==> src/rtl/uart_tx_fifo.sv <==
// Byte FIFO feeding a UART transmitter: buffers bus writes and launches them one at a
// time over the tx_data/tx_start/tx_busy handshake, with occupancy and sticky error status.
module uart_tx_fifo #(
  parameter int DEPTH        = 16,
  parameter int ADDR_W       = 4,
  parameter int BUSY_TIMEOUT = 4
) (
  input  logic              clk,
  input  logic              reset,
  input  logic              wr_en,
  input  logic [7:0]        wr_data,
  input  logic              flush,
  input  logic              overflow_clr,
  output logic              full,
  output logic              empty,
  output logic [ADDR_W:0]   count,
  output logic              overflow,
  output logic              tx_err,
  output logic [7:0]        uart_tx_data,
  output logic              uart_tx_start,
  input  logic              uart_tx_busy
);

  typedef enum logic [1:0] {IDLE, WAIT_BUSY, WAIT_DONE} state_e;

  localparam logic [ADDR_W:0] FULL_COUNT = (ADDR_W+1)'(DEPTH);
  localparam logic [7:0]      TIMER_LAST = 8'(BUSY_TIMEOUT - 1);

  state_e              state_q, state_d;
  logic [7:0]          timer_q, timer_d;
  logic [ADDR_W-1:0]   rd_ptr_q, rd_ptr_d, wr_ptr_q, wr_ptr_d;
  logic [ADDR_W:0]     count_q, count_d;
  logic                overflow_q, overflow_d, tx_err_q, tx_err_d;
  logic [7:0]          data_q, data_d;
  logic                start_q, start_d;
  logic [7:0]          mem [DEPTH];

  logic push, pop, overflow_set, timeout;

  assign full  = (count_q == FULL_COUNT);
  assign empty = (count_q == '0);

  // A write during flush is silently discarded and never counts as an overflow.
  assign push         = wr_en && !full && !flush;
  assign overflow_set = wr_en && full && !flush;

  // ---------------- FSM: state register ----------------
  // NOTE: sequential state uses non-blocking assignments so every register samples pre-edge values.
  always_ff @(posedge clk) begin
    if (reset) begin
      state_q <= IDLE;
      timer_q <= '0;
    end else begin
      state_q <= state_d;
      timer_q <= timer_d;
    end
  end

  // ---------------- FSM: next state ----------------
  // NOTE: every combinational output gets a default first so no latch is inferred.
  always_comb begin
    state_d = state_q;
    timer_d = timer_q;
    unique case (state_q)
      IDLE: begin
        if (!empty && !uart_tx_busy && !flush) begin
          state_d = WAIT_BUSY;
          timer_d = '0;
        end
      end
      WAIT_BUSY: begin
        if (uart_tx_busy)               state_d = WAIT_DONE;
        else if (timer_q == TIMER_LAST) state_d = IDLE;
        else                            timer_d = timer_q + 8'd1;
      end
      WAIT_DONE: begin
        if (!uart_tx_busy) state_d = IDLE;
      end
      default: state_d = IDLE;
    endcase
  end

  // ---------------- FSM: outputs ----------------
  always_comb begin
    pop     = (state_q == IDLE) && !empty && !uart_tx_busy && !flush;
    timeout = (state_q == WAIT_BUSY) && !uart_tx_busy && (timer_q == TIMER_LAST);
    start_d = pop;
    data_d  = pop ? mem[rd_ptr_q] : data_q;
  end

  // ---------------- Pointers, occupancy, sticky flags ----------------
  always_comb begin
    rd_ptr_d   = pop  ? rd_ptr_q + 1'b1 : rd_ptr_q;
    wr_ptr_d   = push ? wr_ptr_q + 1'b1 : wr_ptr_q;
    unique case ({push, pop})
      2'b10:   count_d = count_q + 1'b1;
      2'b01:   count_d = count_q - 1'b1;
      default: count_d = count_q;
    endcase
    if (flush) begin
      rd_ptr_d = '0;
      wr_ptr_d = '0;
      count_d  = '0;
    end
    // A set event in the same cycle as a clear wins.
    overflow_d = overflow_set | (overflow_q & ~overflow_clr);
    tx_err_d   = timeout      | (tx_err_q   & ~overflow_clr);
  end

  always_ff @(posedge clk) begin
    if (reset) begin
      rd_ptr_q   <= '0;
      wr_ptr_q   <= '0;
      count_q    <= '0;
      overflow_q <= 1'b0;
      tx_err_q   <= 1'b0;
      data_q     <= 8'h00;
      start_q    <= 1'b0;
    end else begin
      rd_ptr_q   <= rd_ptr_d;
      wr_ptr_q   <= wr_ptr_d;
      count_q    <= count_d;
      overflow_q <= overflow_d;
      tx_err_q   <= tx_err_d;
      data_q     <= data_d;
      start_q    <= start_d;
    end
  end

  // NOTE: the storage array is deliberately not reset; count and pointers define validity.
  always_ff @(posedge clk) begin
    if (push) mem[wr_ptr_q] <= wr_data;
  end

  assign count         = count_q;
  assign overflow      = overflow_q;
  assign tx_err        = tx_err_q;
  assign uart_tx_data  = data_q;
  assign uart_tx_start = start_q;

endmodule

==> config.mk <==
export PLATFORM = sky130hd
export DESIGN_NAME = uart_tx_fifo
export DESIGN_NICKNAME = d
export VERILOG_FILES = /design/src/rtl/uart_tx_fifo.sv
export SDC_FILE = /design/constraint.sdc
export NUM_CORES = 1
export LEC_CHECK = 0
export CAP_MARGIN = 20
export CORE_ASPECT_RATIO = 0.6
export CORE_UTILIZATION = 50
export CTS_CLUSTER_SIZE = 20
export DETAILED_ROUTE_END_ITERATION = 12
export PLACE_DENSITY = 0.8
export SETUP_SLACK_MARGIN = 0.05
export SLEW_MARGIN = 20
export SYNTH_ARGS = -nofsm -noshare
export SYNTH_HDL_FRONTEND = slang
export SYNTH_SLANG_ARGS = --single-unit
==> constraint.sdc <==
create_clock -name clk -period 4.61 [get_ports clk]
set_input_delay 0.6915 -clock clk [delete_from_list [all_inputs] [get_ports clk]]
set_output_delay 0.6915 -clock clk [all_outputs]
set_load 0.02 [all_outputs]
Word level (Yosys, flattened, before mapping)
Memory sizes are Yosys's and may differ from the RTL's. A register that Yosys moved wholly into a read port is not among the register bits.
Index checks and enable logic that the tools add are counted.
{"block": "word_totals", "in_bits": 14, "wordCells": 64, "reg_bits": 26, "mem_bits_rw": 128, "mem_count": 1}
{"block": "op_classes", "reduce_logical": 22, "addsub": 5, "n_mux": 12, "n_eq_ne": 11, "n_bitwise": 5}
{"name": "mem", "words": 16, "word_bits": 8, "read_ports": 1, "rd_clocked_by_memory_dff": 1, "wr": 1, "line": "36", "source": "logic [7:0] mem [DEPTH];"}
{"op": "two-way mux 8 bit", "n": 3}
{"op": "one-hot mux 8 bit (2 select lines)", "n": 1}
{"op": "logical AND 1 bit", "n": 11}
{"op": "one-hot mux 5 bit (2 select lines)", "n": 1}
{"op": "adder 4 x 1 -> 4 bit (second input constant)", "n": 2}
{"op": "adder 8 x 1 -> 8 bit (second input constant)", "n": 1}
{"op": "equality test 8 x 2 -> 1 bit (second input constant)", "n": 1}
{"op": "two-way mux 2 bit", "n": 4}
{"op": "inequality test 2 bit (second input constant)", "n": 4}
{"op": "one-hot mux 2 bit (3 select lines)", "n": 1}
{"op": "adder 5 x 1 -> 5 bit (second input constant)", "n": 1}
{"op": "equality test 5 bit (second input constant)", "n": 1}
{"op": "zero test 5 bit", "n": 1}
{"op": "subtractor 5 x 1 -> 5 bit (second input constant)", "n": 1}
{"op": "equality test 2 x 1 -> 1 bit (second input constant)", "n": 2}
{"op": "equality test 2 bit (second input constant)", "n": 2}
{"op": "zero test 1 bit", "n": 4}
{"op": "AND reduction 4 bit", "n": 1}
{"op": "nonzero test 2 bit", "n": 2}
{"op": "inequality test 3 bit (second input constant)", "n": 1}
{"op": "AND reduction 3 bit", "n": 1}
{"op": "bitwise AND 1 bit", "n": 2}
{"op": "zero test 2 bit", "n": 1}
{"op": "two-way mux 1 bit", "n": 2}
{"op": "other kinds (3)", "n": 4}

Depth between registers and ports, before layout
Gate-level depths: netlist of run 1.
{"block": "depth", "ltp_word": 7, "depth_mapped": 11, "mapped_depth_nobuf": 11}

Worst setup path before layout of run 1
OpenSTA, ideal clock, no wires.
{"block": "synth_path", "kind": "in2reg", "startpoint": "input port uart_tx_busy", "endpoint": "register count_q[4], in the netlist count[4]", "cell_stages": 11, "n_path_buf": 1, "required_time_ps": 4540, "t_arrival_ps": 3145, "slack_ps": 1395, "path_cell_list": "or4_4 -> a21oi_4 -> buf_1 -> ha_1 -> inv_1 -> fa_1 -> nor2b_1 -> o21ai_0 -> nor4b_1 -> or3_1 -> a21oi_1"}
{"block": "synth_via", "elab_chain_cells": 5}
{"item": "start, declared", "line": "21", "source": "input logic uart_tx_busy"}
{"item": "zero test 1 bit *", "line": "85", "source": "pop = (state_q == IDLE) && !empty && !uart_tx_busy && !flush;"}
{"item": "logical AND 1 bit * (2 in a row)", "line": "85"}
{"item": "net pop", "line": "38", "source": "logic push, pop, overflow_set, timeout;"}
{"item": "equality test 2 x 1 -> 1 bit / equality test 2 bit (equally long branches)", "line": "95", "source": "unique case ({push, pop})"}
{"item": "one-hot mux 5 bit (2 select lines) / nonzero test 2 bit (equally long branches)"}
{"item": "end signal, assigned", "line": "122", "source": "count_q <= count_d;"}
{"item": "end, declared", "line": "32", "source": "logic [ADDR_W:0] count_q, count_d;"}
Mark *: on every way through the listed nets, which the timed path passes. The rest lies on a longest branch.
A chain may end at the register's enable or synchronous reset.

Worst setup path after layout of run 1
{"block": "layout_path", "startpoint": "input port wr_en", "endpoint": "register count_q[4], in the netlist count[4]"}
{"block": "layout_via", "elab_chain_cells": 4}
{"item": "start, declared", "line": "10", "source": "input logic wr_en,"}
{"item": "logical AND 1 bit * (2 in a row)", "line": "44", "source": "assign push = wr_en && !full && !flush;"}
{"item": "equality test 2 x 1 -> 1 bit / equality test 2 bit (equally long branches)", "line": "95"}
{"item": "one-hot mux 5 bit (2 select lines) / nonzero test 2 bit (equally long branches)"}
Every way passes the cells marked *; elsewhere a longest branch is shown, timed or not.

==> impl_metrics.env, run 1 <==
export IMPL_outcome="completed"
export IMPL_pre_cts_slack_ns=0.8804
export IMPL_dp_cells=619
export IMPL_grtUsageTotal_pct=21.97
export IMPL_antenna_cells=0
export IMPL_holdCritPathClass="reg -> reg"
export IMPL_path_cells="clkdlybuf4s50_1, nor2b_1, a21boi_1, inv_1, ha_1, ha_1, nor2b_1, o21ai_0, nor4b_1, o21ai_0, a21oi_1"
export IMPL_syn_mean_instance_area_um2=14.91
export IMPL_period_share_pct=73.68
export IMPL_nFillCells=869
export IMPL_ys_seq_area_share_pct=69.62
export IMPL_final_common_cell="edfxtp_1"
export IMPL_drv_slew=0
export IMPL_syn_cell_area_um2=6499
export IMPL_drt_iter0_markers=458
export IMPL_vias=3826
export IMPL_cp_required_ns=4.96
export IMPL_ys_warnings_count=0
export IMPL_cts_max_level=4
export IMPL_drc_errors=0
export IMPL_finClkSkew_ns=0.008169
export IMPL_ys_seq_elements=162
export IMPL_root_buffer="clkbuf_16"
export IMPL_power_uw=3145
export IMPL_path_class="in -> reg"
export IMPL_syn_inst=436
export IMPL_die_area_um2=13470
export IMPL_globalplace_congestion=0.8768
export IMPL_routed_wl_um=13900
export IMPL_relSlewSlack_pct=30.14
export IMPL_drive_gt1_share_pct=11.11
export IMPL_die_y_um=90.31
export IMPL_synthToLayoutAreaGrowth_pct=17.46
export IMPL_ctsHoldBuffers=0
export IMPL_startpoint_type="primary input"
export IMPL_setup_ws_ns=1.213
export IMPL_cap_violations=0
export IMPL_crit_path_max_fanout=9
export IMPL_async_reset_ff_share_pct=0
export IMPL_cts_buffer_depth=2
export IMPL_ioPinCount=32
export IMPL_endpoint_kind="register"
export IMPL_crit_family="compound AO/OA/AOI/OAI gates"
export IMPL_dr_pass1_iters=5
export IMPL_die_x_um=149.2
export IMPL_path_clk_slew_ns=0.06
export IMPL_vdd_drop_max_mv=0.3013
export IMPL_arrival_ns=3.75
export IMPL_ys_flop_type="edfxtp_1"
export IMPL_synth_fp_nets=461
export IMPL_antenna_found_initial=0
export IMPL_final_hold_viol_count=0
export IMPL_vias_per_cell=5.877
export IMPL_path_buf_inv=2
export IMPL_timing_fmax_mhz=294.4
export IMPL_io_buffers=31
export IMPL_rsz0062_at_grt="false"
export IMPL_setup_viol=0
export IMPL_setup_tns_ns=0
export IMPL_fin_cells=651
export IMPL_leakagePower_uw=0.002375
export IMPL_grt_pass1_wl_um=21230
export IMPL_avgRoutedWirePerCell_um=21.35
export IMPL_initial_core_util_pct=52.52
export IMPL_tightest_slew_ns=1.040
export IMPL_fin_nets=498
export IMPL_slowest_stage="a21boi_1"
export IMPL_core_area_um2=12370
export IMPL_clk_latency_ns=0.42
export IMPL_tritoncts="done"
export IMPL_cts_sinks=162
export IMPL_rows=31
export IMPL_grt_pass1_vias=3744
export IMPL_synth_cell_type_count=44
export IMPL_dp_hpwl_um=9438
export IMPL_cts_resized_gates=0
export IMPL_cts_buffers=17
export IMPL_ant_nets=0
export IMPL_cts_setup_buffers=0
export IMPL_powerDensity_nw_per_um2=412.0
export IMPL_grt_ovfl_total=0
export IMPL_synth_edf_count=128
export IMPL_grt_max_degree=30
export IMPL_mostFrequentLayoutCells="edfxtp_1 (128), mux2i_1 (46), nor2_1 (44)"
export IMPL_critPathMaxStageDelay_ns=0.59
export IMPL_layout_min_cycle_time_ns=3.397
metrics by stage:
stage	hold slack, ns	utilization [%]	cell area [um^2]
detailed placement	0.4638	56.43	6982
finish	0.4851	61.69	7634
global placement	0.4627	56.43	6982
CTS	0.4819	61.68	7632
floorplan	0.4394	-	6499
global route	0.5165	61.69	7634
where the power goes:
group | internal [uW] | switching [uW] | leakage [uW]
Clock | 919 | 560 | 0.000327
Combinational | 27.5 | 51.4 | 0.000620
Sequential | 1580 | 4.62 | 0.00143
kinds of logic (layout without fill, tap and decap cells):
logic type               after synthesis  in the layout  synth area share, %
flip-flops                           162            162                69.62
AND/OR/NAND/NOR                      102            102                7.567
AO/OA/AOI/OAI                         66             66                6.873
multiplexers                          56             56                10.55
buffers and inverters                 29             79                1.810
adder cells (fa/ha/maj)               11             11                2.233
XOR/XNOR                              10             10                1.348
Yosys cell counts, types with 4 or more instances:
cell | number | share of area, %
nor3_1 | 12 | 0.92
buf_2 | 7 | 0.54
inv_1 | 10 | 0.58
clkbuf_1 | 11 | 0.64
nor2_1 | 44 | 2.5
a211oi_1 | 10 | 1.2
a21oi_1 | 11 | 0.85
ha_1 | 10 | 1.9
o22ai_1 | 22 | 2.1
mux4_2 | 10 | 3.5
xor2_1 | 6 | 0.81
nor2b_1 | 5 | 0.48
edfxtp_1 | 128 | 59
nand4_1 | 4 | 0.38
xnor2_1 | 4 | 0.54
o21ai_0 | 6 | 0.46
nand2_1 | 15 | 0.87
nand2b_1 | 5 | 0.48
dfxtp_1 | 34 | 10
a2111oi_0 | 6 | 0.81
mux2i_1 | 46 | 7.1
path summary, 6_finish.rpt:
check,from,end,slack (ns),cells after the start
hold / removal,timer_q[7],timer_q[7],0.49,1
hold reg to reg,timer_q[7],timer_q[7],0.49,1
setup / recovery,wr_en,count[4],1.21,11
setup reg to reg,count[1],count[4],1.29,11
registers in the layout, summed over array words and instances, names as in the netlist:
| name | count |
|---|---|
| tx_err | 1 |
| count | 5 |
| rd_ptr_q | 4 |
| overflow | 1 |
| uart_tx_data | 8 |
| mem | 128 |
| wr_ptr_q | 4 |
| timer_q | 8 |
| uart_tx_start | 1 |
| state_q | 2 |
layer usage:
layer	GRT usage [%]	vias to the layer above	part of all wire [%]
met5	0	-	0
met4	7.568	0	1.4
met3	5.303	19	7.6
met2	30.74	148	44
met1	33.37	1898	47
li1	-	1761	-
final cells by class:
cell class / count / area [um^2] / share of cell area (%)
Sequential cell: 162 / 4527 / 59.30
Tap cell: 165 / 206.4 / 2.704
Clock buffer: 26 / 606.8 / 7.950
Clock inverter: 6 / 43.79 / 0.5737
Multi-Input combinational cell: 245 / 1857 / 24.32
Inverter: 10 / 37.54 / 0.4917
Timing Repair Buffer: 37 / 355.3 / 4.655
Note: power is estimated with default switching activity, not from simulation.
==> run 2, diff against run 1 <==
--- a/config.mk
+++ b/config.mk
@@ -10,7 +10,7 @@
 export CORE_UTILIZATION = 50
 export CTS_CLUSTER_SIZE = 20
 export DETAILED_ROUTE_END_ITERATION = 12
-export PLACE_DENSITY = 0.8
+export PLACE_DENSITY = 0.83
 export SETUP_SLACK_MARGIN = 0.05
 export SLEW_MARGIN = 20
 export SYNTH_ARGS = -nofsm -noshare
==> constraint.sdc (replaced) <==
create_clock -name clk -period 3.1 [get_ports clk]
set_input_delay 0.465 -clock clk [delete_from_list [all_inputs] [get_ports clk]]
set_output_delay 0.465 -clock clk [all_outputs]
set_load 0.02 [all_outputs]
==> impl_metrics.env, run 2 (synthesis results as in run 1) <==
export IMPL_startpoint_type="primary input"
export IMPL_grtUsageTotal_pct=22.75
export IMPL_grt_pass1_wl_um=22090
export IMPL_vias=3944
export IMPL_post_route_util_pct=62.76
export IMPL_cts_buffer_depth=2
export IMPL_timing_fmax_mhz=361.6
export IMPL_layout_min_cycle_time_ns=2.766
export IMPL_leakagePower_uw=0.002474
export IMPL_globalplace_congestion=0.8513
export IMPL_rsz0062_at_grt="false"
export IMPL_setup_tns_ns=0
export IMPL_final_hold_viol_count=0
export IMPL_tightest_slew_ns=0.7929
export IMPL_tritoncts="done"
export IMPL_fin_cells=675
export IMPL_arrival_ns=3.11
export IMPL_drc_errors=0
export IMPL_grt_ovfl_total=0
export IMPL_ctsHoldBuffers=0
export IMPL_die_y_um=90.31
export IMPL_largest_reg_flops=128
export IMPL_vias_per_cell=5.843
export IMPL_power_uw=4605
export IMPL_vdd_drop_max_mv=0.4694
export IMPL_crit_path_max_fanout=4
export IMPL_nFillCells=855
export IMPL_holdCritPathClass="reg -> reg"
export IMPL_path_clk_slew_ns=0.07
export IMPL_relSlewSlack_pct=45.77
export IMPL_cts_buffers=17
export IMPL_die_area_um2=13470
export IMPL_grt_pass1_vias=3895
export IMPL_antenna_cells=0
export IMPL_setup_viol=0
export IMPL_powerDensity_nw_per_um2=593.0
export IMPL_cap_violations=0
export IMPL_period_share_pct=89.21
export IMPL_die_x_um=149.2
export IMPL_core_area_um2=12370
export IMPL_synthToLayoutAreaGrowth_pct=19.48
export IMPL_cts_setup_buffers=0
export IMPL_drt_iter0_markers=357
export IMPL_final_common_cell="edfxtp_1"
export IMPL_mostFrequentLayoutCells="edfxtp_1 (128), mux2i_1 (46), nor2_1 (44)"
export IMPL_initial_core_util_pct=52.52
export IMPL_dr_pass1_iters=4
export IMPL_endpoint_kind="register"
export IMPL_antenna_found_initial=0
export IMPL_ioPinCount=32
export IMPL_routed_wl_um=14260
export IMPL_ant_nets=0
export IMPL_cp_required_ns=3.45
export IMPL_drv_slew=0
export IMPL_root_buffer="clkbuf_16"
export IMPL_dp_cells=643
export IMPL_fin_nets=522
export IMPL_io_buffers=31
export IMPL_rows=31
export IMPL_finClkSkew_ns=0.009923
export IMPL_cts_sinks=162
export IMPL_drive_gt1_share_pct=15.29
export IMPL_dp_hpwl_um=9393
export IMPL_path_class="in -> reg"
export IMPL_grt_max_degree=41
export IMPL_outcome="completed"
export IMPL_largest_register="mem"
export IMPL_avgRoutedWirePerCell_um=21.12
export IMPL_clk_latency_ns=0.42
export IMPL_cts_max_level=4
export IMPL_cts_resized_gates=0
[run 2: final timing paths]
| kind | start | end | slack, ns | cells past startpoint |
|---|---|---|---|---|
| setup / recovery | uart_tx_busy | count[4] | 0.33 | 11 |
| hold / removal | timer_q[7] | timer_q[7] | 0.49 | 1 |
| setup reg to reg | rd_ptr_q[0] | uart_tx_data[4] | 0.36 | 6 |
| hold reg to reg | timer_q[7] | timer_q[7] | 0.49 | 1 |
[run 2: power breakdown]
part           internal (uW)  total, uW  switching [uW]
Combinational           48.3        123            75.0
Sequential              2350       2360            6.62
Clock                   1210       2120             910
Total                   3610       4600             992
[run 2: area by class of cell]
cell class                 instances  area (um^2)  share of cell area (%)
clock inverter                    15        165.2                   2.127
clock buffer                      17        425.4                   5.479
timing repair buffer              61        548.0                   7.058
tap                              165        206.4                   2.659
inverter                          10        37.54                  0.4834
sequential                       162         4526                   58.28
multi-input combinational        245         1857                   23.91
[run 2: critical path, stage by stage]
cell and delay (ns):
clkdlybuf4s50_1 0.42, or4_4 0.52, a21oi_4 0.14, ha_1 0.19, buf_4 0.14, ha_1 0.23, nor2b_1 0.15, o21ai_0 0.23
nor4b_1 0.33, o21ai_0 0.13, a21oi_1 0.15
[run 2: layer usage]
layer	up-vias	global-route usage [%]	routed length [um]
met4	0	6.973	139
met1	1956	34.60	6526
met2	162	32.05	6323
li1	1814	-	-
met5	-	0	0
met3	12	5.657	1270
[run 2: through the flow]
stage          hold slack [ns]  cell area [um^2]  setup slack [ns]
3_5_place_dp            0.4697              7174          -0.03427
6_report                0.4943              7765            0.3345
4_1_cts                 0.4851              7765            0.3473
5_1_grt                 0.5055              7765            0.1523
3_3_place_gp            0.4667              7174           0.02928
2_1_floorplan           0.4394              6499            0.1116
